### src/rtl/decode_if.sv
// decode_if: fetch-side handshake, writeback port and execute-side bundle of the decode stage.
interface decode_if #(
   parameter int DATA_W = 16,
   parameter int REG_AW = 3,
   parameter int INS_W  = 16
);
   logic              in_valid;
   logic              in_ready;
   logic [INS_W-1:0]  ins;
   logic              wb_en;
   logic [REG_AW-1:0] wb_addr;
   logic [DATA_W-1:0] wb_data;
   logic              out_valid;
   logic              out_ready;
   logic [DATA_W-1:0] r1;
   logic [DATA_W-1:0] r2;
   logic [REG_AW-1:0] rd;
   logic [1:0]        instruction_type;
   logic              illegal;
   modport master (
      output in_valid, ins, wb_en, wb_addr, wb_data, out_ready,
      input  in_ready, out_valid, r1, r2, rd, instruction_type, illegal
   );
   modport slave (
      input  in_valid, ins, wb_en, wb_addr, wb_data, out_ready,
      output in_ready, out_valid, r1, r2, rd, instruction_type, illegal
   );
endinterface

### src/rtl/decode_stage.sv
// decode_stage: pipelined decode with register bank, writeback bypass and busy scoreboard.
module decode_stage #(
   parameter int DATA_W = 16,
   parameter int NREG   = 8,
   parameter int REG_AW = $clog2(NREG),
   parameter int INS_W  = 16
) (
   input logic     clk,
   input logic     rst_n,
   decode_if.slave bus
);
   logic [DATA_W-1:0] rf [NREG];
   logic [NREG-1:0]   busy, busy_n;
   logic [3:0]        opcode;
   logic [REG_AW-1:0] rd_f, rs1, rs2;
   logic [2:0]        func3;
   logic              reg_mode, stall, acc;
   logic [DATA_W-1:0] rd1, rd2;
   assign opcode   = bus.ins[3:0];
   assign rd_f     = bus.ins[4+:REG_AW];
   assign rs2      = bus.ins[4+REG_AW+:REG_AW];
   assign rs1      = bus.ins[4+2*REG_AW+:REG_AW];
   assign func3    = bus.ins[INS_W-1-:3];
   assign reg_mode = opcode == 4'b0001;
   // writeback in flight counts as already done for both reads and hazards
   assign rd1   = (bus.wb_en && bus.wb_addr == rs1) ? bus.wb_data : rf[rs1];
   assign rd2   = (bus.wb_en && bus.wb_addr == rs2) ? bus.wb_data : rf[rs2];
   assign stall = bus.in_valid &&
                  ((busy[rs2] && !(bus.wb_en && bus.wb_addr == rs2)) ||
                   (reg_mode && busy[rs1] && !(bus.wb_en && bus.wb_addr == rs1)));
   assign bus.in_ready = (!bus.out_valid || bus.out_ready) && !stall;
   assign acc = bus.in_valid && bus.in_ready;
   always_comb begin
      busy_n = busy;
      if (bus.wb_en) busy_n[bus.wb_addr] = 1'b0;
      if (acc && !func3[2]) busy_n[rd_f] = 1'b1;
   end
   always_ff @(posedge clk or negedge rst_n) begin
      if (!rst_n) begin
         for (int i = 0; i < NREG; i++) rf[i] <= DATA_W'(i + 1);
         busy                 <= '0;
         bus.out_valid        <= 1'b0;
         bus.r1               <= '0;
         bus.r2               <= '0;
         bus.rd               <= '0;
         bus.instruction_type <= '0;
         bus.illegal          <= 1'b0;
      end else begin
         if (bus.wb_en) rf[bus.wb_addr] <= bus.wb_data;
         busy <= busy_n;
         if (acc) begin
            bus.out_valid        <= 1'b1;
            bus.r1               <= reg_mode ? rd1 : DATA_W'(rs1);
            bus.r2               <= rd2;
            bus.rd               <= rd_f;
            bus.instruction_type <= func3[2] ? 2'd0 : func3[1:0];
            bus.illegal          <= func3[2];
         end else if (bus.out_ready) begin
            bus.out_valid <= 1'b0;
         end
      end
   end
endmodule

### src/flat_wrapper.sv
// flat-port wrapper written by rule: the top's interface ports become plain ports
module decode_stage_flat 
#(
   parameter int DATA_W = 16,
   parameter int NREG   = 8,
   parameter int REG_AW = $clog2(NREG),
   parameter int INS_W  = 16
)
  (clk, rst_n, bus_in_valid, bus_ins, bus_wb_en, bus_wb_addr, bus_wb_data, bus_out_ready, bus_in_ready, bus_out_valid, bus_r1, bus_r2, bus_rd, bus_instruction_type, bus_illegal);
  decode_if #(.DATA_W(DATA_W), .REG_AW(REG_AW), .INS_W(INS_W)) bus_i ();
  input logic clk;
  input logic rst_n;
  input wire logic [$bits(bus_i.in_valid)-1:0] bus_in_valid;
  input wire logic [$bits(bus_i.ins)-1:0] bus_ins;
  input wire logic [$bits(bus_i.wb_en)-1:0] bus_wb_en;
  input wire logic [$bits(bus_i.wb_addr)-1:0] bus_wb_addr;
  input wire logic [$bits(bus_i.wb_data)-1:0] bus_wb_data;
  input wire logic [$bits(bus_i.out_ready)-1:0] bus_out_ready;
  output wire logic [$bits(bus_i.in_ready)-1:0] bus_in_ready;
  output wire logic [$bits(bus_i.out_valid)-1:0] bus_out_valid;
  output wire logic [$bits(bus_i.r1)-1:0] bus_r1;
  output wire logic [$bits(bus_i.r2)-1:0] bus_r2;
  output wire logic [$bits(bus_i.rd)-1:0] bus_rd;
  output wire logic [$bits(bus_i.instruction_type)-1:0] bus_instruction_type;
  output wire logic [$bits(bus_i.illegal)-1:0] bus_illegal;
  assign bus_i.in_valid = bus_in_valid;
  assign bus_i.ins = bus_ins;
  assign bus_i.wb_en = bus_wb_en;
  assign bus_i.wb_addr = bus_wb_addr;
  assign bus_i.wb_data = bus_wb_data;
  assign bus_i.out_ready = bus_out_ready;
  assign bus_in_ready = bus_i.in_ready;
  assign bus_out_valid = bus_i.out_valid;
  assign bus_r1 = bus_i.r1;
  assign bus_r2 = bus_i.r2;
  assign bus_rd = bus_i.rd;
  assign bus_instruction_type = bus_i.instruction_type;
  assign bus_illegal = bus_i.illegal;
  decode_stage #(.DATA_W(DATA_W), .NREG(NREG), .REG_AW(REG_AW), .INS_W(INS_W)) u_core (.clk(clk), .rst_n(rst_n), .bus(bus_i));
endmodule
### config.mk
export PLATFORM = sky130hd
export DESIGN_NAME = decode_stage_flat
export DESIGN_NICKNAME = d
export VERILOG_FILES = /design/src/rtl/decode_if.sv /design/src/rtl/decode_stage.sv /design/src/flat_wrapper.sv
export SDC_FILE = /design/constraint.sdc
export NUM_CORES = 1
export LEC_CHECK = 0
export BUFFER_PORTS_ARGS = -buffer_cell sky130_fd_sc_hd__buf_4
export CORE_ASPECT_RATIO = 0.75
export CORE_MARGIN = 3
export CORE_UTILIZATION = 39
export CTS_CLUSTER_DIAMETER = 150
export CTS_CLUSTER_SIZE = 24
export DETAILED_ROUTE_END_ITERATION = 10
export PLACE_DENSITY = 0.63
export SYNTH_ARGS = -nofsm -noshare
export SYNTH_HDL_FRONTEND = slang
export SYNTH_SLANG_ARGS = --single-unit
### constraint.sdc
create_clock -name clk -period 2.1 [get_ports clk]
set_input_delay 0.21 -clock clk [delete_from_list [all_inputs] [get_ports clk]]
set_output_delay 0.21 -clock clk [all_outputs]
set_load 0.01 [all_outputs]
==> key figures, run 1 <==
Die
  – IO Pins: 80
  – Die area: 25600 sq um
  – DIE WIDTH: 184 microns
  – Num rows: 48
  – Initial Util: 40.0%
  – Die height: 139 microns
  – Core ar.: 23100 sq um

Min path
  – Hold/Removal Path Class: in -> reg
  – Min-delay src: bus_ins[6]
  – WHS Path Cells: 2

Setup path
  – CP bufs+invs: 1
  – Worst Setup Start Kind: flip-flop
  – CP startpoint: u_core.busy[6]
  – Stages on worst setup path: 6
  – Critical-path cell list: mux4_2 > nor2_1 > nand4b_1 > nand2_1 > a21boi_1 > buf_4
  – Crit path kind: reg -> out
  – Worst Path Required: 1.89 ns
  – Crit path max fanout: 3
  – R2R cell count: 6
  – Slowest stage cell, crit path: mux4_2
  – Crit path DAT: 1.93 ns
  – CP delay by family, top: multiplexers
  – FF-to-FF Start: u_core.busy[6]
  – CP peak stage delay: 0.48 ns
  – Setup crit end kind: output port

Status
  – Status: complete, but fails checks
  – Failing checks: setup timing

Clocking
  – CTS tree: done
  – CTS sink cnt: 175
  – H-tree Lvls: 4
  – Clock Tree Buf Depth: 2
  – Worst-Skew Late Latency: 0.43 ns
  – TritonCTS buffer count: 17
  – Clock Pin Slew Worst Setup and Hold Paths: 0.07 ns
  – Root buffer cell: clkbuf_16

Power
  – Sw Pwr: 2.97 mW
  – Total power divided by cell area: 991 nW/um^2
  – Worst vdd ir: 0.610 mV
  – Clock power frac: 29.8%
  – Pwr Total: 10.8 mW
  – Combinational share of power: 26.0%
  – Pleak: 4.68 nW
  – Seq pwr share: 44.2%
  – Switch share: 27.5%
  – P_int: 7.85 mW

Drt
  – Residual DRC: 0
  – Iter 0 DRT Violations: 521
  – Via/cell ratio: 5.75
  – DR WL/cell: 22.5 microns
  – Post-Route WL: 23000 microns
  – TritonRoute pass-1 iters: 7
  – Final antenna-violating net count: 0
  – Vias: 5887

Cells and area
  – Post-layout nets: 751
  – Commonest non-fill, non-tap cell in the layout: dfrtp_1
  – Multi-input logic area: 4510 sq um
  – Fillers: 1953
  – Post-layout util: 47.2%
  – Share of layout cells above drive strength 1: 55.2%
  – Commonest cells after routing, fill and taps aside: dfrtp_1, mux2_2, buf_4
  – Register area: 4400 sq um
  – # diodes: 0
  – Area Overhead vs Synth: 18.1%

Yosys
  – Synthesis-stage register bit count: 175
  – Synthesized area: 9240 sq um
  – Yosys cell types: 42
  – Avg Cell Area, Syn: 14.5 sq um
  – Top cell type's share of synthesized area: 43.9%
  – Mapped Cells: 636
  – Yosys Warn Count: 0
  – Sequential fraction of the synthesis area: 47.6%
  – Leading post-synthesis cells by cell area: dfrtp_1, mux2_2, mux4_2
  – Cell taking the most area after synthesis: dfrtp_1
  – Async S/R FF share, synth: 100%
  – Main synth FF type: dfrtp_1
  – Post-synth EDFFs: 0
  – Syn Nets: 676

Timing
  – RSZ-0062 raised after global routing: true
  – Slew HR: 63.0%
  – Worst clock skew: 0.00816 ns
  – Final setup TNS: -0.0433 ns
  – Max Transition Viols Final: 0
  – Final hold vios: 0
  – Final WS setup: -0.0433 ns
  – Crit path time final: 2.14 ns
  – Peak Freq: 467 MHz
  – Tcrit/Tclk final: 102%
  – Setup-failing EPs final: 1
  – Hold WS: 0.0424 ns
  – Least-Margin Pin Slew: 0.555 ns

Placed design
  – GP Congestion: 0.791
  – Pre-CTS setup slack: -0.0777 ns
  – Detailed placement HPWL: 14400 microns
  – Buffers on Ports: 79

Global route
  – Pin count of the biggest net entering global routing: 66
  – Initial antenna violation count: 0
  – Vias in the first global route: 6146
  – Overflow after GRT: 0
  – Tot GR Track Use: 18.3%
  – Global-route wire length before repair: 35900 microns

Job
  – Maxcap violations: 0
==> final timing paths <==
kind                                           to  slack, ns
min in group asynchronous          u_core.rf[115]       0.31
worst min-delay path               u_core.busy[3]       0.04
worst min register to register  u_core.bus.r1[12]       0.51
worst max-delay path                 bus_in_ready      -0.04
worst max register to register   u_core.bus.r2[5]       0.05
max in group asynchronous           u_core.rf[62]       1.02
==> power by group through the flow <==
stage                     Clock, mW  Combinational [mW]  Sequential, mW
after floorplan                   0                1.86            4.75
after CTS                      3.27                2.84            4.77
after global routing           3.41                3.02            4.88
final                          3.22                2.81            4.78
after global placement            0                2.74            4.74
after detailed placement          0                2.82            4.83
==> final cells by class <==
cell class	count	area share [%]
repair buffers	116	9.18
clock inverters	11	1.20
clock buffers	21	4.31
multi-input cells	394	41.4
well taps	300	3.44
flip-flops and latches	175	40.3
inverters	7	0.241
==> cell usage after synthesis, types with 4 or more instances <==
| master | n |
|---|---|
| buf_2 | 22 |
| nand2_1 | 17 |
| mux2i_1 | 31 |
| dfrtp_1 | 162 |
| mux2_4 | 21 |
| inv_1 | 6 |
| nand4b_1 | 4 |
| nor2_1 | 19 |
| mux2_2 | 145 |
| xnor2_1 | 6 |
| buf_1 | 17 |
| mux4_2 | 66 |
| dfstp_2 | 13 |
| clkbuf_1 | 14 |
| o21ai_0 | 19 |
| nand4_1 | 4 |
| a21oi_1 | 29 |
| nor2b_1 | 4 |
==> sequential cells by signal, indices dropped and copies added (netlist names) <==
register	count
u_core.rf	128
u_core.bus.r1	16
u_core.bus.r2	16
u_core.busy	8
u_core.bus.rd	3
u_core.bus.instruction_type	2
u_core.bus.illegal	1
u_core.bus.out_valid	1
==> cell families after synthesis <==
kind of cell / after synthesis / synth area share, %
mux: 263 / 40.5
flops: 175 / 47.6
simple gates: 61 / 3.63
xor+xnor: 6 / 0.569
compound gates: 64 / 4.05
buf+inv: 67 / 3.63
==> metrics by stage <==
stage	area, sq um	instances
4_1_cts	10900	1023
6_report	10900	1024
5_1_grt	10900	1024
3_3_place_gp	10300	988
3_5_place_dp	10300	988
2_1_floorplan	9240	636
==> metal layers <==
layer / up-vias / part of all wire, % / GRT usage [%]
met2: 184 / 49 / 30.4
met4: 0 / 2.7 / 6.52
met1: 3110 / 44 / 24.4
met5: - / 0 / 0
met3: 47 / 4.5 / 3.29
li1: 2546 / - / -
==> worst register-to-register path, stage by stage, from the launching register on <==
cell and delay [ns]:
dfrtp_1 0.40, mux4_2 0.48, nor2_1 0.09, nand4b_1 0.14, nand4_1 0.24, buf_12 0.26
mux2_4 0.32
==> what timing repair did <==
action                                  CTS  global route
endpoints found under the hold margin    41             0
cloned                                    0             0
resized for setup                         1             0
endpoints found under the setup margin    1             2
pin swaps                                 1             0
setup buffers                             2             1
hold buffers                              1             0
No activity file was read; power rests on OpenSTA's default activity.
==> run 2: changes to the inputs <==
Settings changed: CELL_PAD_IN_SITES_DETAIL_PLACEMENT set to 2, CELL_PAD_IN_SITES_GLOBAL_PLACEMENT set to 2, HOLD_SLACK_MARGIN set to 0.1, PLACE_DENSITY 0.63 to not set, PLACE_DENSITY_LB_ADDON set to 0.08.
==> run 2 against run 1 <==
Net effect:
- the flow still finishes with violations (setup timing)
- first-iteration DRC count down 15%
- wire length rose by 22%
- fmax is 0.36% higher
- sequential power hardly changed
- worst hold slack better by 0.081 ns
- critical path depth down 1
- clock skew is 0.0013 ns higher
- sequential share of layout area shrank 1.3 points
- non-clock buffer count grew 27
- die area unchanged
- critical path type unchanged
- critical endpoint unchanged
- largest cell class unchanged
==> key figures, run 2 (synthesis gave the netlist of run 1 again) <==
Timing
  – Final WS setup: -0.0356 ns
  – Peak Freq: 468 MHz
  – Least-Margin Pin Slew: 0.627 ns
  – Worst clock skew: 0.00949 ns
  – Setup-failing EPs final: 2
  – Tcrit/Tclk final: 102%
  – Max Transition Viols Final: 0
  – Crit path time final: 2.14 ns
  – RSZ-0062 raised after global routing: true
  – Slew HR: 58.2%
  – Final hold vios: 0

Power
  – Pleak: 4.84 nW
  – Worst vdd ir: 0.644 mV
  – Pwr Total: 11.1 mW
  – Total power divided by cell area: 985 nW/um^2

Placed design
  – GP Congestion: 0.774
  – Pre-CTS setup slack: -0.146 ns
  – Cells after DPL: 992
  – Detailed placement HPWL: 17200 microns
  – Buffers on Ports: 79

Setup path
  – Worst Setup Start Kind: flip-flop
  – Setup crit end kind: output port
  – Crit path DAT: 1.93 ns
  – RR Endpoint: u_core.bus.rd[0]
  – Crit path max fanout: 2
  – Crit path kind: reg -> out
  – Slowest stage cell, crit path: mux4_2
  – Critical-path cell list: mux4_2 > o2111ai_4 > nand2_1 > a21boi_1 > buf_4
  – R2r setup slk: 0 ns
  – Worst Path Required: 1.89 ns
  – FF-to-FF Start: u_core.busy[7]
  – CP peak stage delay: 0.52 ns
  – R2R cell count: 6

Drt
  – DR WL/cell: 26.6 microns
  – TritonRoute pass-1 iters: 4
  – Iter 0 DRT Violations: 443
  – Via/cell ratio: 5.78
  – Post-Route WL: 28000 microns
  – Vias: 6080
  – Residual DRC: 0
  – Final antenna-violating net count: 0

Die
  – DIE WIDTH: 184 microns
  – Core ar.: 23100 sq um
  – Num rows: 48
  – Initial Util: 40.0%
  – IO Pins: 80
  – Die area: 25600 sq um
  – Die height: 139 microns

Clocking
  – CTS sink cnt: 175
  – Clock Pin Slew Worst Setup and Hold Paths: 0.07 ns
  – Clock Tree Buf Depth: 2
  – TritonCTS buffer count: 17
  – CTS tree: done
  – Root buffer cell: clkbuf_16
  – H-tree Lvls: 4
  – Worst-Skew Late Latency: 0.45 ns

Cells and area
  – Top reg by flops: u_core.rf
  – Fillers: 2180
  – Final std cells w/o fill: 1051
  – Post-layout nets: 778
  – Share of layout cells above drive strength 1: 54.5%
  – Largest registers: u_core.rf x128, u_core.bus.r1 x16, u_core.bus.r2 x16
  – Commonest cells after routing, fill and taps aside: dfrtp_1, mux2_2, buf_4
  – Commonest non-fill, non-tap cell in the layout: dfrtp_1
  – # diodes: 0
  – Area Overhead vs Synth: 22.2%
  – Max reg flops: 128

Status
  – Failing checks: setup timing
  – Status: complete, but fails checks

Global route
  – Initial antenna violation count: 0
  – Pin count of the biggest net entering global routing: 69
  – Vias in the first global route: 6825
  – Tot GR Track Use: 22.6%
  – Global-route wire length before repair: 43200 microns
  – Overflow after GRT: 0

Min path
  – Hold/Removal Path Class: in -> async

Job
  – Maxcap violations: 0
[run 2: final cells by class]
type                    count  area, sq um  share of cell area (%)
multi-input cells         394         4530                    40.2
flip-flops and latches    175         4400                    38.9
repair buffers            143         1360                    12.0
clock buffers              17          425                    3.77
well taps                 300          375                    3.32
clock inverters            15          176                    1.56
inverters                   7         26.3                   0.233
[run 2: layer usage]
layer / GRT usage (%) / vias to the layer above / wire length (microns)
li1: - / 2600 / -
met1: 31.7 / 3322 / 12800
met2: 36.9 / 128 / 13600
met3: 3.87 / 30 / 1210
met4: 5.65 / 0 / 370
met5: 0 / - / 0
[run 2: worst max path at each step]
stage / from / endpoint / cells past startpoint
CTS: u_core.busy[7] / bus_in_ready / 5
global placement: bus_ins[1] / u_core.bus.r1[5] / 7
floorplan: u_core.busy[7] / u_core.bus.r1[12] / 6
detailed placement: bus_ins[1] / u_core.bus.r1[5] / 7
global route: u_core.busy[7] / bus_in_ready / 5
finish: u_core.busy[7] / bus_in_ready / 5
[run 2: through the flow]
stage,setup TNS [ns],util [%],hold WS [ns],cell area [sq um]
floorplan,0,-,-0.0856,9240
global route,-0.903,48.8,0.122,11300
global placement,-1.12,44.8,0.00846,10300
CTS,-0.0815,48.4,0.102,11200
finish,-0.0372,48.8,0.124,11300
detailed placement,-2.95,44.8,0.0104,10300
[run 2: repair_timing]
item                                   in CTS  in global routing
gates resized for setup                     3                  6
pin swaps                                   3                  2
buffers inserted                            2                  0
hold buffers                               22                  0
endpoints found under the hold margin     299                  0
setup endpoints to repair                  36                 37
cloned                                      0                  3
[run 2: worst max-delay path: cells and delay by family (launching register included)]
family	cells	cell delay [ns]
AND/OR/NAND/NOR	1	0.08
flip-flops	1	0.41
multiplexers	1	0.52
AO/OA/AOI/OAI	2	0.34
buffers and inverters	1	0.14
[run 2: power by group]
group          total (mW)  switching (mW)  internal [mW]
logic                2.98            1.14           1.84
clock network        3.34            1.54           1.80
registers            4.81           0.594           4.22
total                11.1            3.27           7.86
